`config.mk`:
```
export PLATFORM = sky130hd
export DESIGN_NAME = mem_access_unit_flat
export DESIGN_NICKNAME = d
export VERILOG_FILES = /design/src/rtl/mem_access_unit_pkg.sv /design/src/rtl/mem_access_unit_if.sv /design/src/rtl/mem_lane_align.sv /design/src/rtl/mem_access_unit.sv /design/src/flat_wrapper.sv
export SDC_FILE = /design/constraint.sdc
export NUM_CORES = 1
export LEC_CHECK = 0
export CAP_MARGIN = 20
export CELL_PAD_IN_SITES_DETAIL_PLACEMENT = 0
export CELL_PAD_IN_SITES_GLOBAL_PLACEMENT = 1
export CORE_ASPECT_RATIO = 1.75
export CORE_MARGIN = 5
export CORE_UTILIZATION = 38
export CTS_BUF_LIST = sky130_fd_sc_hd__clkbuf_16
export DETAILED_ROUTE_END_ITERATION = 7
export GPL_ROUTABILITY_DRIVEN = 0
export PLACE_DENSITY_LB_ADDON = 0.1
export SYNTH_ARGS = -nofsm -noshare
export SYNTH_HDL_FRONTEND = slang
export SYNTH_HIERARCHICAL = 1
export SYNTH_SLANG_ARGS = --single-unit
```
`constraint.sdc`:
```
create_clock -name clk -period 3.65 [get_ports clk]
set_input_delay 0.365 -clock clk [delete_from_list [all_inputs] [get_ports clk]]
set_output_delay 0.365 -clock clk [all_outputs]
set_load 0.02 [all_outputs]
```
`src/rtl/mem_access_unit_pkg.sv`:
```
// Shared types for the memory-access stage: access width, unit state and the
// data-memory request record.
package mem_access_unit_pkg;

  localparam int ADDR_W     = 32;
  localparam int DATA_W     = 32;
  localparam int REG_ADDR_W = 5;

  typedef enum logic [1:0] {
    BYTE = 2'd0,
    HALF = 2'd1,
    WORD = 2'd2
  } mem_access_width_e;

  typedef enum logic [1:0] {
    IDLE = 2'd0,
    REQ  = 2'd1,
    WAIT = 2'd2
  } mem_unit_state_e;

  typedef struct packed {
    logic              we;
    logic [ADDR_W-1:0] addr;
    logic [DATA_W-1:0] wdata;
    logic [3:0]        be;
  } dmem_req_t;

  // Encoding 3 is folded into WORD.
  function automatic mem_access_width_e to_width(input logic [1:0] raw);
    case (raw)
      2'd0:    to_width = BYTE;
      2'd1:    to_width = HALF;
      default: to_width = WORD;
    endcase
  endfunction

  function automatic logic is_misaligned(input mem_access_width_e width,
                                         input logic [1:0] lane);
    is_misaligned = ((width == HALF) && lane[0]) ||
                    ((width == WORD) && (lane != 2'b00));
  endfunction

endpackage

```
`src/rtl/mem_access_unit_if.sv`:
```
// Data-memory request/response bus. Request: a transfer happens on a cycle
// where req_valid && req_ready; the master holds every req_* field stable
// while req_valid is high and ready is low. Response: resp_valid marks one
// cycle of resp_rdata and is never back-pressured.
interface mem_access_unit_if;
  import mem_access_unit_pkg::*;

  logic              req_valid;
  logic              req_ready;
  logic              req_we;
  logic [ADDR_W-1:0] req_addr;
  logic [DATA_W-1:0] req_wdata;
  logic [3:0]        req_be;
  logic              resp_valid;
  logic [DATA_W-1:0] resp_rdata;

  modport master (
    output req_valid, req_we, req_addr, req_wdata, req_be,
    input  req_ready, resp_valid, resp_rdata
  );

  modport slave (
    input  req_valid, req_we, req_addr, req_wdata, req_be,
    output req_ready, resp_valid, resp_rdata
  );

endinterface

```
`src/rtl/mem_lane_align.sv`:
```
// Byte-lane steering: store replication and byte enables, load shift and
// sign/zero extension.
module mem_lane_align
  import mem_access_unit_pkg::*;
(
  input  mem_access_width_e  width,
  input  logic [1:0]         lane,
  input  logic               is_unsigned,
  input  logic [DATA_W-1:0]  wdata,
  input  logic [DATA_W-1:0]  rdata,
  output logic [DATA_W-1:0]  store_wdata,
  output logic [3:0]         store_be,
  output logic [DATA_W-1:0]  load_data
);

  logic [DATA_W-1:0] shifted;

  always_comb begin
    shifted     = rdata >> {lane, 3'b000};
    store_wdata = wdata;
    store_be    = 4'b1111;
    load_data   = rdata;
    case (width)
      BYTE: begin
        store_wdata = {4{wdata[7:0]}};
        store_be    = 4'b0001 << lane;
        load_data   = is_unsigned ? {24'b0, shifted[7:0]}
                                  : {{24{shifted[7]}}, shifted[7:0]};
      end
      HALF: begin
        store_wdata = {2{wdata[15:0]}};
        store_be    = 4'b0011 << lane;
        load_data   = is_unsigned ? {16'b0, shifted[15:0]}
                                  : {{16{shifted[15]}}, shifted[15:0]};
      end
      default: begin
        store_wdata = wdata;
        store_be    = 4'b1111;
        load_data   = rdata;
      end
    endcase
  end

endmodule

```
`src/rtl/mem_access_unit.sv`:
```
// Memory-access stage engine: issues data-memory requests, waits for load
// data, and produces the registered write-back pipeline register.
module mem_access_unit
  import mem_access_unit_pkg::*;
(
  input  logic                  clk,
  input  logic                  rst,
  input  logic                  in_valid,
  input  logic [ADDR_W-1:0]     in_pc,
  input  logic [DATA_W-1:0]     in_alu_result,
  input  logic [DATA_W-1:0]     in_wdata,
  input  logic [1:0]            in_width,
  input  logic                  in_is_load,
  input  logic                  in_is_store,
  input  logic                  in_is_load_unsigned,
  input  logic [REG_ADDR_W-1:0] in_rd_addr,
  input  logic                  in_rd_wen,
  output logic                  stall,
  mem_access_unit_if.master     dmem,
  output logic                  wb_valid,
  output logic [ADDR_W-1:0]     wb_pc,
  output logic [DATA_W-1:0]     wb_r_data,
  output logic [DATA_W-1:0]     wb_alu_result,
  output logic                  wb_is_load,
  output logic [REG_ADDR_W-1:0] wb_rd_addr,
  output logic                  wb_rd_wen,
  output logic                  wb_misaligned,
  output mem_unit_state_e       dbg_state
);

  mem_unit_state_e       state;
  dmem_req_t             req_q;
  logic [ADDR_W-1:0]     op_pc;
  logic [DATA_W-1:0]     op_alu_result;
  mem_access_width_e     op_width;
  logic                  op_is_load;
  logic                  op_is_unsigned;
  logic [REG_ADDR_W-1:0] op_rd_addr;
  logic                  op_rd_wen;

  mem_access_width_e in_width_n;
  logic              in_is_mem;
  logic              in_misaligned;
  mem_access_width_e align_width;
  logic [1:0]        align_lane;
  logic [DATA_W-1:0] st_wdata;
  logic [3:0]        st_be;
  logic [DATA_W-1:0] ld_data;

  assign in_width_n    = to_width(in_width);
  assign in_is_mem     = in_is_load || in_is_store;
  assign in_misaligned = is_misaligned(in_width_n, in_alu_result[1:0]);

  // The aligner serves the incoming op while idle and the latched op afterwards.
  assign align_width = (state == IDLE) ? in_width_n : op_width;
  assign align_lane  = (state == IDLE) ? in_alu_result[1:0] : op_alu_result[1:0];

  mem_lane_align u_align (
    .width       (align_width),
    .lane        (align_lane),
    .is_unsigned (op_is_unsigned),
    .wdata       (in_wdata),
    .rdata       (dmem.resp_rdata),
    .store_wdata (st_wdata),
    .store_be    (st_be),
    .load_data   (ld_data)
  );

  assign stall          = (state == REQ) || (state == WAIT);
  assign dbg_state      = state;
  assign dmem.req_valid = (state == REQ);
  assign dmem.req_we    = req_q.we;
  assign dmem.req_addr  = req_q.addr;
  assign dmem.req_wdata = req_q.wdata;
  assign dmem.req_be    = req_q.be;

  always_ff @(posedge clk) begin
    if (rst) begin
      state          <= IDLE;
      req_q          <= '0;
      op_pc          <= '0;
      op_alu_result  <= '0;
      op_width       <= BYTE;
      op_is_load     <= 1'b0;
      op_is_unsigned <= 1'b0;
      op_rd_addr     <= '0;
      op_rd_wen      <= 1'b0;
      wb_valid       <= 1'b0;
      wb_pc          <= '0;
      wb_r_data      <= '0;
      wb_alu_result  <= '0;
      wb_is_load     <= 1'b0;
      wb_rd_addr     <= '0;
      wb_rd_wen      <= 1'b0;
      wb_misaligned  <= 1'b0;
    end else begin
      wb_valid      <= 1'b0;
      wb_misaligned <= 1'b0;
      case (state)
        IDLE: begin
          if (in_valid) begin
            op_pc          <= in_pc;
            op_alu_result  <= in_alu_result;
            op_width       <= in_width_n;
            op_is_load     <= in_is_load;
            op_is_unsigned <= in_is_load_unsigned;
            op_rd_addr     <= in_rd_addr;
            op_rd_wen      <= in_rd_wen;
            if (!in_is_mem || in_misaligned) begin
              // Completes without touching the bus.
              wb_valid      <= 1'b1;
              wb_pc         <= in_pc;
              wb_alu_result <= in_alu_result;
              wb_r_data     <= '0;
              wb_is_load    <= in_is_mem && in_is_load;
              wb_rd_addr    <= in_rd_addr;
              wb_rd_wen     <= in_rd_wen && !in_is_mem;
              wb_misaligned <= in_is_mem;
            end else begin
              state       <= REQ;
              req_q.we    <= !in_is_load;
              req_q.addr  <= {in_alu_result[ADDR_W-1:2], 2'b00};
              req_q.wdata <= st_wdata;
              req_q.be    <= st_be;
            end
          end
        end
        REQ: begin
          if (dmem.req_ready) begin
            if (op_is_load) begin
              state <= WAIT;
            end else begin
              state         <= IDLE;
              wb_valid      <= 1'b1;
              wb_pc         <= op_pc;
              wb_alu_result <= op_alu_result;
              wb_r_data     <= '0;
              wb_is_load    <= 1'b0;
              wb_rd_addr    <= op_rd_addr;
              wb_rd_wen     <= op_rd_wen;
            end
          end
        end
        WAIT: begin
          if (dmem.resp_valid) begin
            state         <= IDLE;
            wb_valid      <= 1'b1;
            wb_pc         <= op_pc;
            wb_alu_result <= op_alu_result;
            wb_r_data     <= ld_data;
            wb_is_load    <= 1'b1;
            wb_rd_addr    <= op_rd_addr;
            wb_rd_wen     <= op_rd_wen;
          end
        end
        default: state <= IDLE;
      endcase
    end
  end

endmodule

```
`src/flat_wrapper.sv`:
```
// flat-port wrapper written by rule: the top's interface ports become plain ports
module mem_access_unit_flat import mem_access_unit_pkg::*;
  (clk, rst, in_valid, in_pc, in_alu_result, in_wdata, in_width, in_is_load, in_is_store, in_is_load_unsigned, in_rd_addr, in_rd_wen, stall, wb_valid, wb_pc, wb_r_data, wb_alu_result, wb_is_load, wb_rd_addr, wb_rd_wen, wb_misaligned, dbg_state, dmem_req_valid, dmem_req_we, dmem_req_addr, dmem_req_wdata, dmem_req_be, dmem_req_ready, dmem_resp_valid, dmem_resp_rdata);
  mem_access_unit_if dmem_i ();
  input  logic clk;
  input  logic rst;
  input  logic in_valid;
  input  logic [ADDR_W-1:0] in_pc;
  input  logic [DATA_W-1:0] in_alu_result;
  input  logic [DATA_W-1:0] in_wdata;
  input  logic [1:0] in_width;
  input  logic in_is_load;
  input  logic in_is_store;
  input  logic in_is_load_unsigned;
  input  logic [REG_ADDR_W-1:0] in_rd_addr;
  input  logic in_rd_wen;
  output logic stall;
  output logic wb_valid;
  output logic [ADDR_W-1:0] wb_pc;
  output logic [DATA_W-1:0] wb_r_data;
  output logic [DATA_W-1:0] wb_alu_result;
  output logic wb_is_load;
  output logic [REG_ADDR_W-1:0] wb_rd_addr;
  output logic wb_rd_wen;
  output logic wb_misaligned;
  output mem_unit_state_e dbg_state;
  output wire logic [$bits(dmem_i.req_valid)-1:0] dmem_req_valid;
  output wire logic [$bits(dmem_i.req_we)-1:0] dmem_req_we;
  output wire logic [$bits(dmem_i.req_addr)-1:0] dmem_req_addr;
  output wire logic [$bits(dmem_i.req_wdata)-1:0] dmem_req_wdata;
  output wire logic [$bits(dmem_i.req_be)-1:0] dmem_req_be;
  input wire logic [$bits(dmem_i.req_ready)-1:0] dmem_req_ready;
  input wire logic [$bits(dmem_i.resp_valid)-1:0] dmem_resp_valid;
  input wire logic [$bits(dmem_i.resp_rdata)-1:0] dmem_resp_rdata;
  assign dmem_req_valid = dmem_i.req_valid;
  assign dmem_req_we = dmem_i.req_we;
  assign dmem_req_addr = dmem_i.req_addr;
  assign dmem_req_wdata = dmem_i.req_wdata;
  assign dmem_req_be = dmem_i.req_be;
  assign dmem_i.req_ready = dmem_req_ready;
  assign dmem_i.resp_valid = dmem_resp_valid;
  assign dmem_i.resp_rdata = dmem_resp_rdata;
  mem_access_unit u_core (.clk(clk), .rst(rst), .in_valid(in_valid), .in_pc(in_pc), .in_alu_result(in_alu_result), .in_wdata(in_wdata), .in_width(in_width), .in_is_load(in_is_load), .in_is_store(in_is_store), .in_is_load_unsigned(in_is_load_unsigned), .in_rd_addr(in_rd_addr), .in_rd_wen(in_rd_wen), .stall(stall), .dmem(dmem_i), .wb_valid(wb_valid), .wb_pc(wb_pc), .wb_r_data(wb_r_data), .wb_alu_result(wb_alu_result), .wb_is_load(wb_is_load), .wb_rd_addr(wb_rd_addr), .wb_rd_wen(wb_rd_wen), .wb_misaligned(wb_misaligned), .dbg_state(dbg_state));
endmodule
```
==> results.toml <==
[placement]
io_buffers = 319
place_hpwl_mm = 26.4

[clock_network]
cts_resized = 0
post-cts-setup-buffers = 0
cts_tree = "yes"
clkSlewWorstSetupHoldPaths_ns = 0.06
cts-root-buf = "clkbuf_16"
clock_latency_ns = 0.52
h-tree-depth = 1
clock_path_buffers = 3
numCtsBuffers = 25
postCtsHoldBufs = 0
clock_sinks = 248

[global_route]
grt_pass1_vias = 10500
antenna_found_initial = 5
grt_pass1_wl_mm = 60.5
gr-usage-all-layers_pct = 22.1
grt-ovfl-total = 0
grt_max_degree = 110

[worst_setup_path]
cpPeakStageDelay_ns = 0.74
cp-end-kind = "primary output"
path_max_fanout = 42
crit_path_start_kind = "flop"
crit_required_ns = 3.28
cp_data_arrival_time_ns = 2.49
rr_worst_depth = 8
cp_cell_sequence = "inv_1 -> ha_4 -> clkdlybuf4s50_1"
crit_slowest_cell = "clkdlybuf4s50_1"
critical_path_class = "flop to primary output"

[timing]
max_freq_mhz = 351
max_slew.worst_pin.slew_ns = 0.888
finalCriticalPeriod_ns = 2.85
finalHoldViolCount = 0
worst_clock_skew_ns = 0.00680
tns_ns = 0
setup_viol = 0
slew_violations = 0
rsz0062_at_grt = "false"
max-slew-margin-rel_pct = 40.8
finalCritPeriodShare_pct = 78.1

[min_path]
hold_path.class = "input port to flop"
hold_depth = 3

[synthesis]
yosysTopAreaCellShare_pct = 43.5
synth_area_mm2 = 0.0114
netlist_top_cells_count = "nand2_1, dfxtp_1, a21oi_1, o21ai_0, mux2_2"
yosysUniqueCellTypes = 49
yosysWarnings = 6
synth_edf_count = 0
syn-instance-count = 1402
synth_area_leader_cell = "dfxtp_1"
ys_top_cells_by_area = "dfxtp_1, a21oi_1, nand2_1, mux2_2, o21ai_0"
synthFlopType = "dfxtp_1"
synth_most_common_cell = "nand2_1"
yosysSeqAreaShare_pct = 43.5
synth.avg_cell_area_um2 = 8.14
ys_seq_elements = 248
ys_async_sr_fraction_pct = 0

[final_layout]
fin_nets = 1777
nFillCells = 3001
utilization_pct = 51.6
area_growth_pct = 35.0
drive_above_1_share_pct = 11.5

[routing]
drt_iter0_drc = 550
wl_per_cell_um = 19.5
detail-route-antenna-nets = 0
wl_mm = 39.7
drc = 0
drtPass1Iterations = 5
num_vias = 10900
vias_per_cell = 5.34

[floorplan]
die-area_mm2 = 0.0337
rows = 84
ioPinCount = 322
initial_core_util_pct = 38.2
coreArea_mm2 = 0.0298
die_w_um = 141
fp.dieH_um = 239

[power]
power_density_mw_per_mm2 = 460
max-vdd-ir-drop_uv = 409
p_leak_nw = 5.42

[flow_run]
cap_violations = 0

[outcome]
status = "complete, no violations"
[per-stage QoR]
stage	cells	hold WS [ns]	worst slack (ns)	instance area (µm²)	total power, mW
after detailed placement	1989	0.444	0.738	14600	4.68
after global placement	1989	0.438	0.807	14600	4.67
final	2037	0.415	0.798	15400	7.10
after CTS	2033	0.395	0.729	15400	7.18
after floorplan	1403	0.433	1.12	11400	4.00
after global routing	2037	0.422	0.686	15400	7.41
[path summary, 6_finish.rpt]
path / from / end / slack (ns)
max: u_core/dbg_state[0] / stall / 0.80
min reg2reg: u_core/op_pc[3] / u_core/op_pc[3] / 0.45
max reg2reg: u_core/dbg_state[0] / u_core/wb_r_data[11] / 0.98
min: in_rd_wen / u_core/op_rd_wen / 0.42
[kinds of logic (layout without fill, tap and decap cells)]
kind of cell,after synthesis,count (layout),synth area share (%)
flip-flops,248,248,43.5
buffers and inverters,159,402,7.07
AND/OR/NAND/NOR,464,464,17.8
adder cells (fa/ha/maj),4,4,0.439
multiplexers,117,117,11.4
other,1,6,0.0329
AO/OA/AOI/OAI,409,409,19.7
[report_power, final]
group | total, mW | internal (mW) | switching [mW]
Combinational | 1.65 | 0.707 | 0.943
Clock | 2.48 | 1.38 | 1.10
Sequential | 2.97 | 2.88 | 0.0881
Total | 7.10 | 4.97 | 2.13
[state kept, by name (all words and copies together) (netlist names), 2 cells and up]
register and count:
u_core/dmem.req_wdata 32, u_core/op_alu_result 32, u_core/op_pc 32, u_core/wb_alu_result 32
u_core/wb_pc 32, u_core/wb_r_data 32, u_core/dmem.req_addr 30, u_core/op_rd_addr 5
u_core/wb_rd_addr 5, u_core/dmem.req_be 4, u_core/dbg_state 2, u_core/op_width 2
[layout by cell type, fill, tap and decap left out, types with 4 or more instances in the layout]
cell type | synthesis | final
mux2_2 | 98 | 98
clkbuf_16 | 0 | 25
o31ai_2 | 10 | 10
nand4_1 | 32 | 32
and3_1 | 9 | 8
o21ai_0 | 119 | 119
nand3_1 | 73 | 71
clkinv_2 | 0 | 8
buf_12 | 0 | 4
buf_4 | 25 | 24
a21oi_1 | 246 | 246
dfxtp_1 | 248 | 248
inv_1 | 11 | 15
nand2b_1 | 15 | 15
nand2_1 | 317 | 316
mux2i_1 | 18 | 18
o31ai_1 | 6 | 6
clkinv_1 | 0 | 4
a22oi_1 | 7 | 7
diode_2 | 0 | 4
o221ai_1 | 7 | 7
clkdlybuf4s50_1 | 0 | 318
[worst max-delay path, delay by kind of cell, from the launching register on]
| kind | cells | cell delay [ns] |
|---|---|---|
| adder cells (fa/ha/maj) | 1 | 0.71 |
| flip-flops | 1 | 0.39 |
| buffers and inverters | 2 | 0.85 |
[cell type report]
cell class	count	area, µm²	area share (%)
antenna	4	10.0	0.0650
clock buffer	25	626	4.06
clock inverter	19	138	0.893
inverter	11	41.3	0.268
multi-input combinational	996	5690	36.9
sequential	248	4960	32.2
tap	387	484	3.14
timing repair buffer	347	3460	22.4
[routing by layer]
layer | vias up | track usage [%] | wire (µm)
li1 | 5295 | - | -
met3 | 60 | 5.13 | 2820
met2 | 352 | 39.3 | 20200
met4 | 2 | 7.17 | 1080
met1 | 5164 | 26.1 | 15600
met5 | - | 0 | 12
(Power assumes the default switching activity.)
